## config.mk

```make
export PLATFORM = sky130hd
export DESIGN_NAME = count_sequencer
export DESIGN_NICKNAME = d
export VERILOG_FILES = /design/src/rtl/count_sequencer.sv
export SDC_FILE = /design/constraint.sdc
export NUM_CORES = 1
export LEC_CHECK = 0
export CORE_ASPECT_RATIO = 1.2
export CORE_MARGIN = 4
export CORE_UTILIZATION = 50
export CTS_CLUSTER_DIAMETER = 50
export DETAILED_ROUTE_END_ITERATION = 10
export DONT_BUFFER_PORTS = 1
export GPL_TIMING_DRIVEN = 0
export MAX_ROUTING_LAYER = met4
export PLACE_DENSITY_LB_ADDON = 0.05
export SLEW_MARGIN = 20
export SYNTH_ARGS = -nofsm -noshare
export SYNTH_HDL_FRONTEND = slang
export SYNTH_SLANG_ARGS = --single-unit
export TNS_END_PERCENT = 1
```

## constraint.sdc

```tcl
create_clock -name clk -period 2.59 [get_ports clk]
set_input_delay 0.3885 -clock clk [delete_from_list [all_inputs] [get_ports clk]]
set_output_delay 0.3885 -clock clk [all_outputs]
set_load 0.02 [all_outputs]
```

## src/rtl/count_sequencer.sv

```systemverilog
// Run/pause/clear sequencer for the slow display counter: owns the count-rate
// prescaler and steps a WIDTH-bit count up/down with wrap or one-shot stop.
module count_sequencer #(
    parameter int unsigned WIDTH    = 24,
    parameter int unsigned PERIOD   = 100000000,
    parameter int unsigned MAXCOUNT = (2**WIDTH) - 1
) (
    input  logic             clk,
    input  logic             rst,
    input  logic             start,
    input  logic             stop,
    input  logic             clear,
    input  logic             load,
    input  logic [WIDTH-1:0] load_value,
    input  logic             dir,
    input  logic             oneshot,
    output logic [WIDTH-1:0] count,
    output logic             tick,
    output logic             wrap,
    output logic [1:0]       state,
    output logic             running
);

    localparam int unsigned PW = $clog2(PERIOD);
    localparam logic [WIDTH-1:0] MAXV  = WIDTH'(MAXCOUNT);
    localparam logic [PW-1:0]    PLAST = PW'(PERIOD - 1);

    typedef enum logic [1:0] {
        S_IDLE  = 2'd0,
        S_RUN   = 2'd1,
        S_PAUSE = 2'd2,
        S_DONE  = 2'd3
    } state_t;

    state_t           state_q, state_d;
    logic [WIDTH-1:0] count_q, count_d;
    logic [PW-1:0]    presc_q, presc_d;
    logic             tick_q, tick_d;
    logic             wrap_q, wrap_d;
    logic             running_q;
    logic             step_c;
    logic             term_c;

    // A step is due only when no higher-priority command claims the cycle.
    assign step_c = (state_q == S_RUN) && (presc_q == PLAST) && !clear && !load && !stop;
    assign term_c = dir ? (count_q == '0) : (count_q == MAXV);

    always_ff @(posedge clk) begin
        if (rst) begin
            state_q   <= S_IDLE;
            count_q   <= '0;
            presc_q   <= '0;
            tick_q    <= 1'b0;
            wrap_q    <= 1'b0;
            running_q <= 1'b0;
        end else begin
            state_q   <= state_d;
            count_q   <= count_d;
            presc_q   <= presc_d;
            tick_q    <= tick_d;
            wrap_q    <= wrap_d;
            running_q <= (state_d == S_RUN);
        end
    end

    // Next-state: commands in priority order, then the one-shot terminal step.
    always_comb begin
        state_d = state_q;
        if (clear) begin
            state_d = S_IDLE;
        end else if (load) begin
            if (state_q == S_DONE) state_d = S_PAUSE;
        end else if (stop) begin
            if (state_q == S_RUN) state_d = S_PAUSE;
        end else if (start && (state_q != S_RUN)) begin
            state_d = S_RUN;
        end else if (step_c && term_c && oneshot) begin
            state_d = S_DONE;
        end
    end

    // Datapath: count, prescaler and step pulses.
    always_comb begin
        count_d = count_q;
        presc_d = presc_q;
        tick_d  = 1'b0;
        wrap_d  = 1'b0;
        if (clear) begin
            count_d = '0;
            presc_d = '0;
        end else if (load) begin
            count_d = (load_value > MAXV) ? MAXV : load_value;
            presc_d = '0;
        end else if (stop) begin
            presc_d = presc_q;
        end else if (start && (state_q != S_RUN)) begin
            // Restarting from DONE begins a fresh sweep from the far end.
            if (state_q == S_DONE) begin
                count_d = dir ? MAXV : '0;
                presc_d = '0;
            end
        end else if (step_c) begin
            presc_d = '0;
            tick_d  = 1'b1;
            if (term_c) begin
                wrap_d = 1'b1;
                if (!oneshot) count_d = dir ? MAXV : '0;
            end else begin
                count_d = dir ? (count_q - WIDTH'(1)) : (count_q + WIDTH'(1));
            end
        end else if (state_q == S_RUN) begin
            presc_d = presc_q + PW'(1);
        end
    end

    assign count   = count_q;
    assign tick    = tick_q;
    assign wrap    = wrap_q;
    assign state   = state_q;
    assign running = running_q;

endmodule

```

Yosys cells after proc, flatten, opt, wreduce, memory -nomap -nowiden --
Index checks and enable logic that the tools add are counted.
Operators by class: add/subtract/negate cells 3, muxes and demuxes 24, bitwise logic cells 2, equality and inequality tests 10, reductions and logical operators 19, $lt $le $gt $ge 1
Operators with widths (count):
- 24-bit two-way mux | 10
- 27-bit two-way mux | 4
- 27-bit by 1-bit adder with 27-bit output (second input constant) | 1
- 27-bit == test (second input constant) | 1
- 24-bit by 1-bit adder with 24-bit output (second input constant) | 1
- 24-bit == test (second input constant) | 1
- 24-bit > comparator (second input constant) | 1
- 24-bit zero test | 1
- 24-bit by 1-bit subtractor with 24-bit output (second input constant) | 1
- 2-bit two-way mux | 7
- 1-bit logical AND | 7
- 3-bit nonzero test | 2
- 6-bit OR reduction | 1
- 5-bit OR reduction | 1
- 2-bit by 1-bit == test with 1-bit output (second input constant) | 2
- 2-bit by 1-bit != test with 1-bit output (second input constant) | 2
- 4-bit by 3-bit != test with 1-bit output (second input constant) | 1
- 4-bit AND reduction | 1
- 1-bit zero test | 3
- 1-bit two-way mux | 3
- 3-bit != test (second input constant) | 1
- 3-bit AND reduction | 1
- 3-bit OR reduction | 1
- 2-bit == test (second input constant) | 1
- other kinds (3) | 4
Storage, ports and cells: output and inout bits 29, input port bits 32, register bits after elaboration 56

Longest topological paths before layout --
depth after elaboration 13, depth in mapped cells 11, mapped depth without buffers 11

Least setup slack after synthesis --
Ideal clock, no wire load.
path kind reg2reg, start point register count_q[0], in the netlist count[0], end point register count_q[20], in the netlist count[20], arrival 2.668 ns, setup slack -0.197 ns, cell stages (with the launch flop) 12, library setup time 0.119 ns, cells stage by stage dfxtp_1 > inv_1 > fa_1 > nor2b_1 > o31ai_2 > a21oi_2 > a2111oi_2 > o31ai_1 > a31oi_1 > mux2i_1 > or3_1 > nor2b_1
Between the ends: cells in the longest elaborated chain, start to end 7, elaborated cells on any way between the ends 13
RTL lines:
- from (decl) | line 36 | logic [WIDTH-1:0] count_q, count_d;
- from (signal assigned) | line 58 | count_q <= count_d;
- 24-bit by 1-bit adder with 24-bit output (tied with other cells) | line 109 | count_d = dir ? (count_q - WIDTH'(1)) : (count_q + WIDTH'(1));
- 24-bit two-way mux / 1-bit two-way mux (equally long branches) | line 109, 46
- 24-bit two-way mux | line 105 | if (term_c) begin
- 24-bit two-way mux | line 102 | end else if (step_c) begin
- 24-bit two-way mux | line 96 | end else if (start && (state_q != S_RUN)) begin
- 24-bit two-way mux | line 94 | end else if (stop) begin
- 24-bit two-way mux | line 91 | end else if (load) begin
Several ways; a longest one is shown, not always the timed one. The select of a mux whose other input is x is not followed. A chain may end at the register's enable or synchronous reset.

Final worst setup path --
start point register count_q[1], in the netlist count[1], end point register count_q[20], in the netlist count[20]
Same word-level chain as after synthesis.

==> results.cfg <==
[pwr]
power_frac_seq_pct = 47.1
p_int_mw = 1.39
p_sw_share_pct = 30.8
share_comb_of_total_power_pct = 21.7
power.density_nw_per_um2 = 443
pwr-share-clk_pct = 31.2
p_leak_nw = 1.69
vdd_drop_max_mv = 0.312
p_sw_uw = 615
power_mw = 2.00

[global_route]
grt_first_pass_wirelength_mm = 17.5
grt_pass1_vias = 3622
grt_max_degree = 28
antenna_found_initial = 0
gr-total-overflow = 0
grt_usage_pct = 24.7

[critical_path]
slowest_stage = dfxtp_4
worst_path_largest_cell_delay_ns = 0.44
worst_setup_path_start_kind = flop
arrival_ns = 2.81
cp_max_fo = 5
cp.depth = 11
r2r_cells = 11
critPathLaunch = count[1]
cp.buffers_inverters = 1
crit_family = compound AO/OA/AOI/OAI gates
reg2reg_to = count[20]
crit_path_end_kind = flop
r2r-start = count[1]
crit_type = reg -> reg
rrSetupSlack_ns = -0.006
path_cells = inv_4 -> fa_2 -> nor2b_4 -> o31ai_4 -> a21oi_4 -> a2111oi_4 -> o31ai_2 -> a31oi_1 -> mux2i_1 -> or3_1 -> nor2b_1
crit_end = count[20]
cp.required_ns = 2.80

[finish]
fin_util_pct = 59.0
fillCellCount = 727
final_nets = 556
area_growth_pct = 15.7
multiInputGateArea_um2 = 2910
final_cells = 594
post-route-cell-area_um2 = 4520
regArea_um2 = 1170
drive_gt1_share_pct = 19.0

[die]
die_x_um = 88.7
die_h_um = 105
num_rows = 35
design.die.area_um2 = 9300
core_um2 = 7660
io_pins = 61
initial_core_util_pct = 51.0

[place]
gp_congestion = 0.854
placed_area_um2 = 4030
dp_slack_ns = -0.538
port_buffers = 0
dp.cells = 577
dpl.hpwl_mm = 8.16

[clock_tree]
cts_buffer_depth = 2
holdBufCountCts = 0
numCtsBuffers = 5
cts.sinks = 56
clk_latency_ns = 0.32
clk_pin_slew_worst_paths_ns = 0.11
htreeDepth = 2
cts_tree = yes
cts_root_buffer = clkbuf_8

[logic_synthesis]
yosys.area.top_type = dfxtp_1
synth_cells = 485
ys_seq_elements = 56
synth_area_leaders = dfxtp_1, ha_1, nor2_1
ys_types = 65
yosys_warnings = 0
synth-async-reset-ratio_pct = 0
syn_avg_cell_area_um2 = 8.05
synth_ff_type = dfxtp_1
synth_seq_area_share_pct = 28.7
synth_top_cell_area_share_pct = 28.7
syn-num-nets = 541
netlist_area_um2 = 3910
synth_edf_count = 0

[routing]
drtAntennaViolNets = 0
wirelength_mm = 11.2
wire_per_inst_um = 18.9
drc = 0
vias = 3662
via_per_inst = 6.16
drtIter0Drc = 200
dr.pass1.iters = 4

[sta]
tightest_slew_ns = 0.690
hold_ws_ns = 0.122
post-route-min-period_ns = 2.60
hold_viol = 0
min_period_over_period_pct = 100
timing.setup.tns_ns = -0.00609
fin_ws_ns = -0.00609
slew_violations = 0
skew_ns = 0.0113
max_freq_mhz = 385
relSlewSlack_pct = 53.8
finalSetupViolCount = 1
rsz0062_at_grt = yes

[worst_hold_path]
min_path_type = in -> reg

[job]
cap_violations = 0

[run_status]
status = finished with violations
violations = negative setup slack
final cells by class:
cell class                      count  share of cell area [%]
Multi-Input combinational cell    400                    64.4
Sequential cell                    56                    25.9
Tap cell                           92                    2.55
Clock buffer                        6                    1.83
Buffer                             14                    1.66
Timing Repair Buffer                9                    1.50
Inverter                           14                    1.22
Clock inverter                      2                   0.858
Antenna cell                        1                  0.0554
sequential cells by signal, indices dropped and copies added (netlist names):
| signal | cells |
|---|---|
| wrap | 1 |
| running | 1 |
| tick | 1 |
| count | 24 |
| state | 2 |
| presc_q | 27 |
cells by family (layout without fill, tap and decap cells):
family / count (synthesis) / after routing / synth area share, %
xor gates and xnor gates: 42 / 42 / 9.42
AOI/OAI and AO/OA: 137 / 137 / 24.2
and+or+nand+nor: 193 / 193 / 25.7
other: 0 / 1 / 0
muxes: 4 / 4 / 1.03
buffers and inverters: 29 / 45 / 3.17
DFF: 56 / 56 / 28.7
adders and majority gates: 24 / 24 / 7.88
metal layers:
| metal | share of wire [%] | global-route usage [%] |
|---|---|---|
| met1 | 38 | 26.4 |
| met3 | 7.2 | 5.13 |
| met2 | 53 | 44.8 |
| met4 | 2.1 | 7.02 |
| met5 | 0 | - |
worst min-delay path by stage:
| stage | cells past startpoint | startpoint | end | slack (ns) |
|---|---|---|---|---|
| 6_report | 1 | rst | state[1] | 0.12 |
| 5_1_grt | 1 | rst | state[1] | 0.10 |
| 4_1_cts | 1 | rst | state[1] | 0.11 |
| 3_5_place_dp | 1 | rst | state[1] | 0.46 |
| 3_3_place_gp | 1 | rst | state[1] | 0.46 |
| 2_1_floorplan | 1 | rst | state[1] | 0.46 |
repair_timing:
item	CTS	global route
gates resized for setup	53	22
pin swaps	14	13
endpoints found under the setup margin	45	43
buffers inserted	5	4
layout by cell type, fill, tap and decap left out, drive strengths merged, types with 11 or more instances in the layout:
cell type and instances:
o21ai 29, clkbuf 13, buf 16, ha 23, nand2 25, inv 14
dfxtp 56, nor2 65, xnor2 24, xor2 18, o21a 14, nand4 11
nand3 19, a21oi 44, nor3 21
cell usage after synthesis, types with 3 or more instances:
| cell type | count |
|---|---|
| a211o_1 | 3 |
| a211oi_1 | 4 |
| a21o_1 | 8 |
| a21oi_1 | 42 |
| and2_1 | 3 |
| and3_1 | 8 |
| and4_1 | 3 |
| buf_2 | 3 |
| clkbuf_1 | 9 |
| dfxtp_1 | 56 |
| ha_1 | 23 |
| inv_1 | 13 |
| mux2i_1 | 4 |
| nand2_1 | 24 |
| nand2b_1 | 5 |
| nand3_1 | 19 |
| nand4_1 | 10 |
| nor2_1 | 64 |
| nor2b_1 | 9 |
| nor3_1 | 18 |
| nor3_2 | 3 |
| nor4_1 | 6 |
| nor4b_1 | 3 |
| o211ai_1 | 4 |
| o21a_1 | 14 |
| o21ai_0 | 28 |
| o221ai_1 | 8 |
| o31ai_1 | 4 |
| or3_1 | 4 |
| xnor2_1 | 24 |
| xor2_1 | 18 |
power by group through the flow:
stage / combinational [mW] / sequential (mW) / clock (mW)
detailed placement: 0.369 / 0.961 / 0
global route: 0.478 / 0.946 / 0.670
finish: 0.435 / 0.942 / 0.624
CTS: 0.407 / 0.942 / 0.640
global placement: 0.362 / 0.960 / 0
floorplan: 0.297 / 0.948 / 0
(Power assumes the default switching activity.)
